## config.mk

```make
export PLATFORM = sky130hd
export DESIGN_NAME = alarm_clock_controller
export DESIGN_NICKNAME = d
export VERILOG_FILES = /design/src/rtl/clock_pkg.sv /design/src/rtl/alarm_sequencer.sv /design/src/rtl/alarm_clock_controller.sv
export SDC_FILE = /design/constraint.sdc
export NUM_CORES = 1
export LEC_CHECK = 0
export BUFFER_PORTS_ARGS = -buffer_cell sky130_fd_sc_hd__buf_2
export CAP_MARGIN = 30
export CORE_AREA = 2 2 95 97
export DETAILED_ROUTE_END_ITERATION = 10
export DIE_AREA = 0 0 97 99
export GPL_TIMING_DRIVEN = 0
export PLACE_DENSITY = 0.65
export SLEW_MARGIN = 10
export SYNTH_ARGS = -nofsm -noshare
export SYNTH_HDL_FRONTEND = slang
export SYNTH_SLANG_ARGS = --single-unit
```

## constraint.sdc

```tcl
create_clock -name clk -period 2.3 [get_ports clk]
set_clock_uncertainty 0.1 [all_clocks]
set_input_delay 0.46 -clock clk [delete_from_list [all_inputs] [get_ports clk]]
set_output_delay 0.46 -clock clk [all_outputs]
set_load 0.01 [all_outputs]
```

## src/rtl/clock_pkg.sv

```systemverilog
// Shared types, limits and wrap helpers for the alarm clock datapath and sequencers.
// Field widths are 5/6/6 for hours/minutes/seconds; all counters wrap at their own limit.
package clock_pkg;

   typedef enum logic [2:0] {
      RUN        = 3'd0,
      SET_HR     = 3'd1,
      SET_MIN    = 3'd2,
      SET_AL_HR  = 3'd3,
      SET_AL_MIN = 3'd4
   } set_state_t;

   typedef enum logic [1:0] {
      IDLE   = 2'd0,
      RING   = 2'd1,
      SNOOZE = 2'd2
   } alarm_state_t;

   localparam int HR_W  = 5;
   localparam int MIN_W = 6;
   localparam int SEC_W = 6;

   localparam logic [HR_W-1:0]  HR_MAX  = 5'd23;
   localparam logic [MIN_W-1:0] MIN_MAX = 6'd59;
   localparam logic [SEC_W-1:0] SEC_MAX = 6'd59;

   function automatic logic [5:0] inc_wrap6(input logic [5:0] v, input logic [5:0] max_v);
      return (v >= max_v) ? 6'd0 : v + 6'd1;
   endfunction

   function automatic logic [HR_W-1:0] inc_hr(input logic [HR_W-1:0] v);
      return (v >= HR_MAX) ? 5'd0 : v + 5'd1;
   endfunction

endpackage

```

## src/rtl/alarm_sequencer.sv

```systemverilog
// Alarm ring/snooze FSM with one shared 10-bit down-counter for ring timeout and snooze delay.
// Ringing/buzzer are registered from the next state, so they follow match/stop by one clock.
module alarm_sequencer
   import clock_pkg::*;
#(
   parameter int SNOOZE_MIN = 5,
   parameter int RING_SEC   = 60
) (
   input  logic clk,
   input  logic reset,
   input  logic i_match,
   input  logic i_tick,
   input  logic i_snooze,
   input  logic i_stop,
   input  logic i_alarm_en,
   output logic o_ringing,
   output logic o_buzzer
);

   localparam logic [9:0] RING_LOAD   = 10'(RING_SEC);
   localparam logic [9:0] SNOOZE_LOAD = 10'(SNOOZE_MIN * 60);

   alarm_state_t r_state, w_state_nxt;
   logic [9:0]   r_cnt, w_cnt_nxt;
   logic         r_ringing;

   always_comb begin
      w_state_nxt = r_state;
      w_cnt_nxt   = r_cnt;
      // Disarming wins over everything, including a pending match.
      if (!i_alarm_en) begin
         w_state_nxt = IDLE;
      end else begin
         case (r_state)
            IDLE: begin
               if (i_match) begin
                  w_state_nxt = RING;
                  w_cnt_nxt   = RING_LOAD;
               end
            end
            RING: begin
               if (i_stop) begin
                  w_state_nxt = IDLE;
               end else if (i_snooze) begin
                  w_state_nxt = SNOOZE;
                  w_cnt_nxt   = SNOOZE_LOAD;
               end else if (i_tick) begin
                  if (r_cnt <= 10'd1) w_state_nxt = IDLE;
                  else                w_cnt_nxt   = r_cnt - 10'd1;
               end
            end
            SNOOZE: begin
               if (i_stop) begin
                  w_state_nxt = IDLE;
               end else if (i_tick) begin
                  if (r_cnt <= 10'd1) begin
                     w_state_nxt = RING;
                     w_cnt_nxt   = RING_LOAD;
                  end else begin
                     w_cnt_nxt = r_cnt - 10'd1;
                  end
               end
            end
            default: w_state_nxt = IDLE;
         endcase
      end
   end

   always_ff @(posedge clk or negedge reset) begin
      if (!reset) begin
         r_state   <= IDLE;
         r_cnt     <= '0;
         r_ringing <= 1'b0;
      end else begin
         r_state   <= w_state_nxt;
         r_cnt     <= w_cnt_nxt;
         r_ringing <= (w_state_nxt == RING);
      end
   end

   assign o_ringing = r_ringing;
   assign o_buzzer  = r_ringing;

endmodule

```

## src/rtl/alarm_clock_controller.sv

```systemverilog
// Alarm clock sequencer: time/alarm registers, set-mode FSM and display enables.
// Match is registered one clock after the tick update, so the buzzer rises two clocks after it.
module alarm_clock_controller
   import clock_pkg::*;
#(
   parameter int SNOOZE_MIN   = 5,
   parameter int RING_SEC     = 60,
   parameter int ALARM_RST_HR = 6
) (
   input  logic              clk,
   input  logic              reset,
   input  logic              tick_1s,
   input  logic              half_second,
   input  logic              mode_btn,
   input  logic              inc_btn,
   input  logic              alarm_btn,
   input  logic              snooze_btn,
   input  logic              stop_btn,
   output logic [HR_W-1:0]   hours,
   output logic [MIN_W-1:0]  minutes,
   output logic [SEC_W-1:0]  seconds,
   output logic [HR_W-1:0]   alarm_hours,
   output logic [MIN_W-1:0]  alarm_minutes,
   output logic [2:0]        mode,
   output logic              show_alarm,
   output logic              blink_hr,
   output logic              blink_min,
   output logic              alarm_en,
   output logic              ringing,
   output logic              buzzer
);

   set_state_t       r_mode, w_mode_nxt;
   logic [HR_W-1:0]  r_hr, w_hr_nxt, r_al_hr;
   logic [MIN_W-1:0] r_min, w_min_nxt, r_al_min;
   logic [SEC_W-1:0] r_sec, w_sec_nxt;
   logic             r_alarm_en, r_tick_upd, r_match;
   logic             r_show, r_blink_hr, r_blink_min;
   logic             w_tick, w_inc, w_alarm_en_nxt;

   always_comb begin
      w_mode_nxt = r_mode;
      case (r_mode)
         RUN:        if (mode_btn) w_mode_nxt = SET_HR;
         SET_HR:     if (mode_btn) w_mode_nxt = SET_MIN;
         SET_MIN:    if (mode_btn) w_mode_nxt = SET_AL_HR;
         SET_AL_HR:  if (mode_btn) w_mode_nxt = SET_AL_MIN;
         SET_AL_MIN: if (mode_btn) w_mode_nxt = RUN;
         default:    w_mode_nxt = RUN;
      endcase
   end

   // Time runs everywhere except while the time fields themselves are being edited.
   assign w_tick         = tick_1s && (r_mode == RUN || r_mode == SET_AL_HR || r_mode == SET_AL_MIN);
   assign w_inc          = inc_btn && !mode_btn;
   assign w_alarm_en_nxt = r_alarm_en ^ alarm_btn;

   always_comb begin
      w_sec_nxt = r_sec;
      w_min_nxt = r_min;
      w_hr_nxt  = r_hr;
      if (w_tick) begin
         w_sec_nxt = inc_wrap6(r_sec, SEC_MAX);
         if (r_sec == SEC_MAX) begin
            w_min_nxt = inc_wrap6(r_min, MIN_MAX);
            if (r_min == MIN_MAX) w_hr_nxt = inc_hr(r_hr);
         end
      end else if (w_inc && r_mode == SET_HR) begin
         w_hr_nxt = inc_hr(r_hr);
      end else if (w_inc && r_mode == SET_MIN) begin
         w_min_nxt = inc_wrap6(r_min, MIN_MAX);
      end
      if (w_mode_nxt == SET_HR && r_mode != SET_HR) w_sec_nxt = '0;
   end

   always_ff @(posedge clk or negedge reset) begin
      if (!reset) begin
         r_mode      <= RUN;
         r_hr        <= '0;
         r_min       <= '0;
         r_sec       <= '0;
         r_al_hr     <= 5'(ALARM_RST_HR);
         r_al_min    <= '0;
         r_alarm_en  <= 1'b0;
         r_tick_upd  <= 1'b0;
         r_match     <= 1'b0;
         r_show      <= 1'b0;
         r_blink_hr  <= 1'b0;
         r_blink_min <= 1'b0;
      end else begin
         r_mode     <= w_mode_nxt;
         r_hr       <= w_hr_nxt;
         r_min      <= w_min_nxt;
         r_sec      <= w_sec_nxt;
         r_alarm_en <= w_alarm_en_nxt;
         if (w_inc && r_mode == SET_AL_HR)  r_al_hr  <= inc_hr(r_al_hr);
         if (w_inc && r_mode == SET_AL_MIN) r_al_min <= inc_wrap6(r_al_min, MIN_MAX);
         // Only a tick-driven update can produce a match; edits never do.
         r_tick_upd <= w_tick;
         r_match    <= r_tick_upd && (r_sec == '0) && (r_hr == r_al_hr) && (r_min == r_al_min)
                       && r_alarm_en && (r_mode != SET_HR) && (r_mode != SET_MIN);
         r_show      <= (w_mode_nxt == SET_AL_HR) || (w_mode_nxt == SET_AL_MIN);
         r_blink_hr  <= half_second && ((w_mode_nxt == SET_HR) || (w_mode_nxt == SET_AL_HR));
         r_blink_min <= half_second && ((w_mode_nxt == SET_MIN) || (w_mode_nxt == SET_AL_MIN));
      end
   end

   alarm_sequencer #(
      .SNOOZE_MIN (SNOOZE_MIN),
      .RING_SEC   (RING_SEC)
   ) u_alarm_sequencer (
      .clk        (clk),
      .reset      (reset),
      .i_match    (r_match),
      .i_tick     (tick_1s),
      .i_snooze   (snooze_btn),
      .i_stop     (stop_btn),
      .i_alarm_en (w_alarm_en_nxt),
      .o_ringing  (ringing),
      .o_buzzer   (buzzer)
   );

   assign hours         = r_hr;
   assign minutes       = r_min;
   assign seconds       = r_sec;
   assign alarm_hours   = r_al_hr;
   assign alarm_minutes = r_al_min;
   assign mode          = r_mode;
   assign show_alarm    = r_show;
   assign blink_hr      = r_blink_hr;
   assign blink_min     = r_blink_min;
   assign alarm_en      = r_alarm_en;

endmodule

```

[Word-level counts from Yosys, hierarchy flattened]
Index checks and enable logic that the tools add are counted.
Storage, ports and cells
  bits in registers: 50
  input bits: 9
  output and inout port bits: 37
  word-level logic and storage cells: 125
Cells by class
  add/sub/neg operators: 6
  magnitude comparators: 6
  eq/ne operators: 26
  mux-type cells: 40
  bitwise operators: 1
  reductions and logical operators: 31
Operators with widths (count)
  $mux W10: 8
  $mux W6: 9
  $mux W5: 6
  $pmux W10 S3: 1
  $add A6 B1 Y6 const B: 3
  $ge A6 B6 Y1 const B: 3
  $mux W2: 9
  $logic_and A1 B1 Y1: 15
  $mux W3: 5
  $pmux W3 S5: 1
  $eq A3 B2 Y1 const B: 4
  $eq A6 B6 Y1 const B: 2
  $add A5 B1 Y5 const B: 2
  $ge A5 B5 Y1 const B: 2
  $le A10 B1 Y1 const B: 1
  $ne A2 B2 Y1 const B: 5
  $sub A10 B1 Y10 const B: 1
  $reduce_and A8 Y1: 1
  $eq A3 B1 Y1 const B: 2
  $eq A3 B3 Y1 const B: 2
  $eq A6 B6 Y1: 1
  $logic_not A6 Y1: 1
  $ne A3 B3 Y1 const B: 2
  $pmux W2 S3: 1
  other kinds (14): 23

[Longest topological paths before layout]
Gate-level depths: netlist (run 1).
  word-level depth: 8
  depth in mapped cells: 8
  depth with buffers taken out: 7

[Hierarchy]
Synthesis (run 1) repeated with hierarchy kept, for this count alone.
Unflattened totals
  cell total of the unflattened synthesis: 318
  area total of the unflattened synthesis: 3130.5 um2
Modules (own cells, without submodules)
  alarm_clock_controller: times used 1, cells an instance 216, area each 2169.6 um2, seq. area each 928.4 um2
  alarm_sequencer: times used 1, cells an instance 102, area each 960.9 um2, seq. area each 325.3 um2

[Worst setup path after synthesis (run 1)]
Ideal clock, no wire load.
  path type: reg-to-reg
  start point: register u_alarm_sequencer.r_state[0]
  end point: register u_alarm_sequencer.r_cnt[9]
  library setup time: 0.083 ns
  arrival: 2.286 ns
  data required time: 2.117 ns
  setup slack: -0.169 ns
  stages on the path, launching flop included: 8
  buffers on the path: 0
  period minus slack after synthesis: 2.469 ns
  cell sequence: dfrtp_1 -> inv_1 -> ha_1 -> or3b_1 -> a311o_1 -> or3_4 -> or3_1 -> o21ai_0
Between the ends
  longest elaborated chain between the ends: 3
  elaborated cells between the ends (all ways): 12
  those cells by class: eq/ne: 8; mux: 1; reduce/logical: 3
RTL lines
  from (decl): RTL line alarm_sequencer.sv:23  | alarm_state_t r_state, w_state_nxt;
  from (signal assigned): RTL line alarm_sequencer.sv:75  | r_state <= w_state_nxt;
  $eq A2 B1 Y1, or another cell as far along: RTL line alarm_sequencer.sv:34  | case (r_state)
  $ne A3 B3 Y1 (no line), or another cell as far along
  $reduce_and A8 Y1 (no line)
  to (signal assigned): RTL line alarm_sequencer.sv:76  | r_cnt <= w_cnt_nxt;
  to (decl): RTL line alarm_sequencer.sv:24  | logic [9:0] r_cnt, w_cnt_nxt;
Parallel ways exist; a longest one is shown, timed or not.
A chain may end at the register's enable or synchronous reset.

[Final worst setup path (run 1)]
  start point: register u_alarm_sequencer.r_state[1]
  end point: register u_alarm_sequencer.r_cnt[9]
The elaborated chain is that of the path after synthesis.

==> results of run 1 <==
placed cells by master (no fill, tap or decap), types with 5 or more instances in the layout:
| cell | netlist | layout |
|---|---|---|
| buf_4 | 1 | 10 |
| nand3_1 | 16 | 16 |
| xnor2_1 | 10 | 10 |
| clkbuf_1 | 9 | 8 |
| a211oi_1 | 6 | 6 |
| nand2b_1 | 6 | 6 |
| o21ai_0 | 25 | 24 |
| nor2b_1 | 8 | 7 |
| nor2_1 | 33 | 33 |
| ha_1 | 12 | 9 |
| dfrtp_1 | 48 | 47 |
| a31oi_1 | 5 | 5 |
| xor2_1 | 5 | 5 |
| clkbuf_8 | 0 | 5 |
| buf_2 | 1 | 46 |
| nand2_1 | 24 | 24 |
| o31ai_1 | 5 | 5 |
| a21oi_1 | 16 | 16 |
| inv_1 | 11 | 10 |
sequential cells by signal (all words and copies together) (netlist names):
signal                      cells
alarm_en                        1
u_alarm_sequencer.o_buzzer      1
r_match                         1
u_alarm_sequencer.r_cnt        10
r_tick_upd                      1
mode                            3
blink_min                       1
alarm_minutes                   6
minutes                         6
blink_hr                        1
u_alarm_sequencer.r_state       2
show_alarm                      1
alarm_hours                     5
hours                           5
seconds                         6
metal layers:
metal,track usage,wire length [um],vias up,share of wire
met1,0.172,3070,1265,0.45
met5,0,0,-,0
met3,0.0262,261,2,0.038
met2,0.262,3440,35,0.51
li1,-,-,1300,-
met4,0.0390,29,0,0.0043
power breakdown:
part / total [mW] / switching [mW] / internal (mW)
combinational: 1.28 / 0.719 / 0.563
clock: 0.520 / 0.306 / 0.214
sequential: 1.37 / 0.267 / 1.11
synth_stat cells, drive strengths merged (3+ instances only):
master | count | area, um2
nand4 | 4 | 25.0
dfrtp | 48 | 1200
or2 | 4 | 25.0
a32o | 3 | 30.0
a22o | 3 | 26.3
nor3 | 6 | 30.0
ha | 12 | 150
mux2i | 3 | 30.0
a21oi | 17 | 88.8
inv | 11 | 41.3
and3 | 3 | 18.8
o31ai | 5 | 37.5
xor2 | 5 | 43.8
o21ai | 26 | 130
nand2 | 24 | 90.1
clkbuf | 9 | 33.8
nor4b | 4 | 35.0
nand3 | 16 | 80.1
or3b | 3 | 26.3
a211oi | 6 | 45.0
nor2b | 8 | 50.1
nor2 | 33 | 124
xnor2 | 10 | 87.6
a21o | 3 | 22.5
nand2b | 6 | 37.5
a31oi | 5 | 31.3
or3 | 3 | 23.8
metrics by stage:
step | power [mW] | setup WS, ps
after CTS | 3.22 | -42.9
after global routing | 3.43 | -127
after global placement | 2.64 | -118
after floorplan | 2.21 | 1.62
final | 3.18 | -26.5
after detailed placement | 2.69 | -156
final timing paths:
kind | depth (start not counted) | from | endpoint | slack, ps
worst max register to register | 6 | u_alarm_sequencer.r_state[1] | u_alarm_sequencer.r_cnt[9] | -30
worst min register to register | 1 | u_alarm_sequencer.r_cnt[6] | u_alarm_sequencer.r_cnt[6] | 400
worst max-delay path | 6 | u_alarm_sequencer.r_state[1] | u_alarm_sequencer.r_cnt[9] | -30
worst min-delay path | 1 | reset | hours[2] | 100
min in group clk | 2 | inc_btn | alarm_minutes[5] | 260
max in group asynchronous | 2 | reset | alarm_hours[1] | 1360
layout make-up:
class	instances	share of cell area
Clock inverter	3	0.00603
Sequential cell	50	0.356
Timing Repair Buffer	55	0.0887
Inverter	11	0.0117
Tap cell	108	0.0383
Clock buffer	5	0.0195
Buffer	11	0.0135
Multi-Input combinational cell	248	0.466
logic make-up (layout without fill, tap and decap cells):
group           after synthesis  in the layout
fa+ha+maj                    13             13
mux                           5              5
compound gates               91             91
xor+xnor                     15             15
buf+inv                      22             85
flops                        50             50
simple gates                124            124
repair_timing:
item	CTS	global route
hold buffers	0	0
pin swaps	4	1
setup endpoints to repair	6	15
gates resized for setup	4	6
setup buffers	9	0
==> reports/results.txt, run 1 <==
Status: complete, but fails checks
Failing checks: setup timing
Complex-gate fraction of the synthesized area: 0.208
Worst-path cell chain: ha_4, or3b_4, a311o_1, or3_4, or3_1, o21ai_1
Tmin final: 2330 ps
# Max-Cap Violations: 0
Layout Cells excl Fill: 491
Adder-cell share of the synthesized area: 0.0545
Nets: 403
Hold Slack: 102 ps
Worst skew pair latency: 300 ps
Final hold vios: 0
Layout area overhead: 20.0%
Asr flop ratio synth: 1.00
Post-Route WL: 6800 um
Syn_nets: 341
CP arrival: 2460 ps
Multi-input gate area: 1650 um2
Max FO, Critical Path: 4
Largest family of logic cells by synthesized area: simple AND/OR/NAND/NOR gates
Syn Std Cell Area: 2940 um2
Setup crit end kind: flip-flop
TritonCTS clock tree: built
Final period utilization: 1.01
Type of the worst min-delay path: primary input to asynchronous set/reset pin
Overflow after GRT: 0
Vias in the first global route: 2535
Kind of critical path: flip-flop to flip-flop
IO Pins: 46
Final Core Density: 0.412
Routed Antenna Nets: 0
Vias: 2602
Main synth FF type: dfrtp_1
Pins Over Slew Limit: 0
Vias per cell: 5.30
Clock Tree Buf Depth: 2
Seq cells post-synth: 50
Die height: 99 um
RSZ-0062 raised after global routing: yes
Max Clk Rate: 430 MHz
First-pass GRT wire length: 11500 um
Die W: 97 um
Num rows: 34
Placed cells: 474
Pre-Repair DR Iteration Count: 5
Finished Cell Area: 3530 um2
Flip-flop and latch area: 1250 um2
Num Clock Sinks: 50
Inserted Clock Buffers: 5
Startpoint Class: flip-flop
Fin worst setup slack: -26.5 ps
Worst Path Buf+Inv: 0
Final Wtd Congestion: 0.761
Core footprint: 8550 um2
Syn_area_per_cell: 9.18 um2
Mux contribution to synthesized area: 0.0179
CP Data Required Time: 2440 ps
Die area: 9600 um2
Antenna violations before repair: 0
Post-DP HPWL: 5040 um
# port buffers: 45
Slew @ Worst Pin: 711 ps
Filler cells: 849
Pin count of the biggest net entering global routing: 29
Drt wl/cell: 13.8 um
Placed inst area: 3340 um2
Synth warn: 0
Synth Area in Simple Gates: 0.219
CP top delay family: simple AND/OR/NAND/NOR gates
Initial Utilization: 0.344
Initial drt markers: 83
Setup TNS: -26.5 ps
CTS root buffer: clkbuf_8
LEAKAGE: 1.62 nW
Final setup viols: 1
Xor/xnor share of the synthesized area: 0.0447
Max VDD drop: 0.000480 V
H-tree level count: 2
CP max stage cell: dfrtp_2
Total track usage: 0.143
Max transition margin: 0.526
Worst-path clk slew: 100 ps
EDFF count, synth: 0
Synth cell types: 62
Crit path largest cell delay: 450 ps
Seq/Total Area, Yosys: 0.427
Number of remaining DRC errors: 0
Synthesized instance count: 320
Antenna cells: 0
Cell Pwr Density: 901 nW/um2
Ratio of cells with drive above 1 in the final layout: 0.240
(Power assumes the default switching activity.)
==> run 2, diff against run 1 <==
--- a/config.mk
+++ b/config.mk
@@ -12,6 +12,7 @@
 export DIE_AREA = 0 0 97 99
 export GPL_TIMING_DRIVEN = 0
 export PLACE_DENSITY = 0.65
+export REMOVE_ABC_BUFFERS = 1
 export SLEW_MARGIN = 10
 export SYNTH_ARGS = -nofsm -noshare
 export SYNTH_HDL_FRONTEND = slang
==> run 2 against run 1 <==
Critical path depth rose by 1; the flow still finishes with violations (setup timing); worst hold slack got worse by 67 ps; core utilization fell by 0.47 points; first-iteration DRC count fell by 13%; highest routed layer unchanged; largest power group unchanged; final cell count fell by 3.1%; fmax fell by 0.83%; register-to-register slack got worse by 20 ps; critical endpoint unchanged; count of clock-buffer cells in the layout rose by 3; non-clock buffer count fell by 15.
==> reports/results.txt, run 2 (synthesis gave the netlist of run 1 again) <==
Status: complete, but fails checks
Failing checks: setup timing
Overflow after GRT: 0 (unchanged)
Max VDD drop: 0.000576 V (+20%)
Max transition margin: 0.622 (+0.0956)
Max Clk Rate: 426 MHz (-0.83%)
Vias: 2581 (-0.81%)
Placed cells: 463 (-2.3%)
Commonest non-fill, non-tap cells in the layout: dfrtp_1, buf_2, nor2_1, o21ai_0, nand2_1
Nets: 388 (-3.7%)
RSZ-0062 raised after global routing: yes
Initial drt markers: 72 (-13%)
Total track usage: 0.149 (+0.00597)
Pre-Repair DR Iteration Count: 4 (-1)
Die height: 99 um (unchanged)
Final hold vios: 0 (unchanged)
Slew @ Worst Pin: 567 ps (-143 ps)
Largest register FFs: 10 (unchanged)
Clock share of power: 0.170 (+0.006)
Die W: 97 um (unchanged)
H-tree level count: 2 (unchanged)
Cell Pwr Density: 911 nW/um2 (+1.1%)
Startpoint Class: flip-flop
LEAKAGE: 1.58 nW (-2.2%)
Most common cell after layout, fill and taps aside: dfrtp_1
Routed Antenna Nets: 0 (unchanged)
Die area: 9600 um2 (unchanged)
Layout Cells excl Fill: 476 (-3.1%)
P_sw: 1.28 mW (-0.93%)
Drt wl/cell: 14.8 um (+6.9%)
Pint: 1.90 mW (+0.61%)
# Max-Cap Violations: 0 (unchanged)
Filler cells: 856 (+0.82%)
Ratio of cells with drive above 1 in the final layout: 0.236 (-0.00380)
CP Data Required Time: 2440 ps (about the same)
Num rows: 34 (unchanged)
PnR Total Power: 3.18 mW (about the same)
CTS root buffer: clkbuf_8
Final period utilization: 1.02 (+0.00847)
Multi-input gate area: 1680 um2 (+2.1%)
Flip-flop and latch area: 1250 um2 (unchanged)
Hold Buf Count CTS: 0 (unchanged)
Antenna cells: 0 (unchanged)
Pin count of the biggest net entering global routing: 28 (-3.4%)
Type of the worst min-delay path: primary input to asynchronous set/reset pin
Worst skew pair latency: 300 ps (about the same)
Clock Tree Buf Depth: 2 (unchanged)
Vias per cell: 5.42 (+2.3%)
Core footprint: 8550 um2 (unchanged)
Vias in the first global route: 2513 (-0.87%)
Pins Over Slew Limit: 0 (unchanged)
Post-DP HPWL: 4990 um (-0.97%)
Combinational fraction of design power: 0.360 (-0.044)
Register share of total power: 0.469 (+0.036)
CP arrival: 2490 ps (+30 ps)
Register with the most flip-flops: u_alarm_sequencer.r_cnt
Setup slack, reg-to-reg: -50 ps (-20 ps)
Final setup viols: 1 (unchanged)
First-pass GRT wire length: 11900 um (+3.3%)
Final Wtd Congestion: 0.828 (+8.8%)
Number of remaining DRC errors: 0 (unchanged)
# port buffers: 45 (unchanged)
Post-Route WL: 7050 um (+3.6%)
Tmin final: 2350 ps (+19.5 ps)
Kind of critical path: flip-flop to flip-flop
Net Sw Frac: 0.403 (-0.00373)
Fin worst setup slack: -46.0 ps (-19.5 ps)
IO Pins: 46 (unchanged)
Setup crit end kind: flip-flop
Inserted Clock Buffers: 5 (unchanged)
Max FO, Critical Path: 5 (+1)
Initial Utilization: 0.344 (unchanged)
Worst-path clk slew: 90 ps (about the same)
Antenna violations before repair: 0 (unchanged)
TritonCTS clock tree: built
Num Clock Sinks: 50 (unchanged)
Layout area overhead: 18.6%
[run 2: critical path, cell delays in order (launching register included)]
cell     delay, ps
dfrtp_1        420
buf_6          140
ha_4           170
or2_4          250
a311o_1        420
or3_4          360
or3_1          350
o21ai_1         80
[run 2: final timing paths]
check,startpoint,end,depth (start not counted)
max,u_alarm_sequencer.r_state[0],u_alarm_sequencer.r_cnt[9],7
min,reset,u_alarm_sequencer.o_buzzer,1
max reg2reg,u_alarm_sequencer.r_state[0],u_alarm_sequencer.r_cnt[9],7
min reg2reg,u_alarm_sequencer.r_cnt[6],u_alarm_sequencer.r_cnt[6],1
max in group asynchronous,reset,alarm_hours[2],2
min in group clk,half_second,blink_hr,2
[run 2: power by group through the flow]
stage               combinational [mW]  clock, mW  sequential (mW)
global route                      1.31      0.600             1.54
CTS                               1.16      0.562             1.48
global placement                  1.11          0             1.48
floorplan                        0.677          0             1.50
finish                            1.14      0.541             1.49
detailed placement                1.14          0             1.49
[run 2: per-layer routing]
| metal | vias up | GRT usage | share of wire |
|---|---|---|---|
| met2 | 46 | 0.247 | 0.47 |
| met5 | - | 0 | 0 |
| met1 | 1264 | 0.200 | 0.48 |
| li1 | 1267 | - | - |
| met4 | 0 | 0.0379 | 0.0062 |
| met3 | 4 | 0.0312 | 0.039 |
[run 2: final cells by class]
class | instances | area share
clock buffer | 8 | 0.0258
sequential | 50 | 0.360
inverter | 11 | 0.0118
multi-input combinational | 248 | 0.482
timing repair buffer | 51 | 0.0822
tap | 108 | 0.0388
[run 2: what timing repair did]
| item | 4_1_cts | 5_1_grt |
|---|---|---|
| endpoints found under the setup margin | 12 | 15 |
| cloned | 0 | 0 |
| setup buffers | 5 | 0 |
| resized for setup | 12 | 9 |
| pin swaps | 4 | 0 |
[run 2: per-stage QoR]
stage / hold slack [ps] / TNS, ps / area, um2 / setup slack, ps / utilization
after floorplan: 64.4 / -181 / 2890 / -169 / -
after global placement: 382 / -1770 / 3250 / -313 / 0.380
after detailed placement: 383 / -2010 / 3270 / -338 / 0.383
after CTS: 49.0 / -5.54 / 3450 / -5.54 / 0.404
after global routing: 70.9 / -161 / 3490 / -96.0 / 0.408
final: 35.0 / -46.0 / 3490 / -46.0 / 0.408
==> run 3, diff against run 2 <==
--- a/config.mk
+++ b/config.mk
@@ -5,7 +5,7 @@
 export SDC_FILE = /design/constraint.sdc
 export NUM_CORES = 1
 export LEC_CHECK = 0
-export BUFFER_PORTS_ARGS = -buffer_cell sky130_fd_sc_hd__buf_2
+export BUFFER_PORTS_ARGS = -buffer_cell sky130_fd_sc_hd__buf_4
 export CAP_MARGIN = 30
 export CORE_AREA = 2 2 95 97
 export DETAILED_ROUTE_END_ITERATION = 10
==> run 3 against run 2 <==
The flow still finishes with violations (setup timing); final cell count increased by 0.63%; core utilization increased by 1.2 points; sequential share of layout area is 1.0 points lower; critical path depth fell by 1; design area grew 3.0%; wire length shrank 0.79%; die area unchanged; sequential power barely moved; combinational power grew 9%; sequential cell count unchanged; largest cell class unchanged; largest power group unchanged.
==> reports/results.txt, run 3 (synthesis gave the netlist of run 1 again) <==
Status: complete, but fails checks
Failing checks: setup timing
Final hold vios: 0 (unchanged)
Inserted Clock Buffers: 5 (unchanged)
Final setup viols: 1 (unchanged)
Vias: 2624 (+1.7%)
Commonest non-fill, non-tap cells in the layout: buf_4, dfrtp_1, nor2_1, o21ai_0, nand2_1
Worst-path clk slew: 90 ps (about the same)
Worst Path Buf+Inv: 0 (-1)
Crit path largest cell delay: 460 ps (+40 ps)
CP arrival: 2470 ps (-20 ps)
R2R cell count: 6 (-1)
Worst skew pair latency: 310 ps (about the same)
Multi-input gate area: 1660 um2 (-1.4%)
Kind of critical path: flip-flop to flip-flop
Num rows: 34 (unchanged)
Post-DP HPWL: 4870 um (-2.5%)
TritonCTS clock tree: built
Layout area overhead: 22.2%
Type of the worst min-delay path: primary input to asynchronous set/reset pin
LEAKAGE: 1.61 nW (+1.9%)
Setup slack, reg-to-reg: -30 ps (about the same)
CTS root buffer: clkbuf_8
Hold Buf Count CTS: 0 (unchanged)
Ratio of cells with drive above 1 in the final layout: 0.243 (+0.00617)
PnR Total Power: 3.27 mW (+3.0%)
Register with the most flip-flops: u_alarm_sequencer.r_cnt
Startpoint Class: flip-flop
Most common cell after layout, fill and taps aside: buf_4
Cell Pwr Density: 911 nW/um2 (about the same)
Largest register FFs: 10 (unchanged)
CP max stage cell: dfrtp_2
Slew @ Worst Pin: 667 ps (+99.5 ps)
Max VDD drop: 0.000482 V (-16%)
Total track usage: 0.150 (+0.00120)
Max FO, Critical Path: 4 (-1)
Fin worst setup slack: -33.2 ps (+12.7 ps)
IO Pins: 46 (unchanged)
Vias in the first global route: 2538 (+0.99%)
Clock Tree Buf Depth: 2 (unchanged)
Final Wtd Congestion: 0.795 (-4.0%)
H-tree level count: 2 (unchanged)
Max transition margin: 0.556 (-0.0663)
Pre-Repair DR Iteration Count: 6 (+2)
Nets: 391 (+0.77%)
Number of remaining DRC errors: 0 (unchanged)
# Max-Cap Violations: 0 (unchanged)
Vias per cell: 5.48 (+1.0%)
Initial drt markers: 255 (+250%)
Flip-flop and latch area: 1250 um2 (unchanged)
Die height: 99 um (unchanged)
Reg2reg start: u_alarm_sequencer.r_state[1]
Post-Route WL: 6990 um (-0.79%)
Antenna cells: 0 (unchanged)
First-pass GRT wire length: 12100 um (+1.4%)
Final Core Density: 0.420 (+0.0121)
Final period utilization: 1.01 (-0.00553)
Tmin final: 2330 ps (-12.7 ps)
Num Clock Sinks: 50 (unchanged)
Max Clk Rate: 429 MHz (+0.55%)
Pin count of the biggest net entering global routing: 51 (+82%)
Die area: 9600 um2 (unchanged)
# port buffers: 45 (unchanged)
Filler cells: 858 (+0.23%)
CP top delay family: simple AND/OR/NAND/NOR gates
Overflow after GRT: 0 (unchanged)
Pins Over Slew Limit: 0 (unchanged)
Antenna violations before repair: 0 (unchanged)
Drt wl/cell: 14.6 um (-1.4%)
Initial Utilization: 0.344 (unchanged)
Worst-path cell chain: ha_4, or3b_4, a311o_1, or3_4, or3_1, o21ai_1
Die W: 97 um (unchanged)
Core footprint: 8550 um2 (unchanged)
CP Data Required Time: 2440 ps (about the same)
RSZ-0062 raised after global routing: yes
Routed Antenna Nets: 0 (unchanged)
R2r endpoint: u_alarm_sequencer.r_cnt[9]
Setup crit end kind: flip-flop
-- run 3: cell types whose count changed in the layout (fill, tap and decap cells not counted), sizes merged --
| cell | change |
|---|---|
| buf | +3 |
| clkinv | +1 |
| clkbuf | -1 |
-- run 3: per-stage QoR --
stage,worst slack [ps],cells,TNS (ps),instance area [um2],hold slack [ps]
floorplan,-169,309,-181,2890,64.4
global placement,-321,462,-1790,3370,383
detailed placement,-354,462,-1820,3370,405
CTS,-28.2,475,-28.2,3540,103
global route,-96.2,479,-523,3590,124
finish,-33.2,479,-33.2,3590,85.6
-- run 3: routing by layer --
metal  vias to the layer above  part of all wire  GRT usage
met2                        81              0.46      0.243
met5                         -                 0          0
li1                       1276                 -          -
met4                         0             0.016     0.0433
met1                      1254              0.47      0.206
met3                        13             0.052     0.0305
-- run 3: how the worst max path moves through the flow --
stage | cells after the start | slack [ps] | startpoint | endpoint
after floorplan | 7 | -170 | u_alarm_sequencer.r_state[0] | u_alarm_sequencer.r_cnt[9]
after global placement | 7 | -320 | u_alarm_sequencer.r_state[0] | u_alarm_sequencer.r_cnt[9]
after detailed placement | 7 | -350 | u_alarm_sequencer.r_state[0] | u_alarm_sequencer.r_cnt[9]
after CTS | 7 | -30 | u_alarm_sequencer.r_state[0] | u_alarm_sequencer.r_cnt[9]
after global routing | 7 | -100 | u_alarm_sequencer.r_state[0] | u_alarm_sequencer.r_cnt[2]
final | 6 | -30 | u_alarm_sequencer.r_state[1] | u_alarm_sequencer.r_cnt[9]
-- run 3: where the power goes --
| part | switching, mW | internal, mW |
|---|---|---|
| registers | 0.381 | 1.11 |
| logic | 0.599 | 0.642 |
| clock network | 0.300 | 0.244 |
-- run 3: timing repair --
action | 4_1_cts | 5_1_grt
setup buffers | 5 | 4
setup endpoints to repair | 11 | 20
pin swaps | 3 | 5
gates resized for setup | 11 | 9
-- run 3: layout make-up --
type,count,share of cell area
clock buffers,7,0.0240
clock inverters,1,0.00139
inverters,11,0.0115
multi-input cells,248,0.461
flip-flops and latches,50,0.349
well taps,108,0.0376
repair buffers,54,0.115
-- run 3: worst register-to-register path, delay by kind of cell, from the launching register on --
kind,cells,cell delay (ps)
AOI/OAI and AO/OA,2,410
adders and majority gates,1,200
DFF,1,460
and+or+nand+nor,3,1100
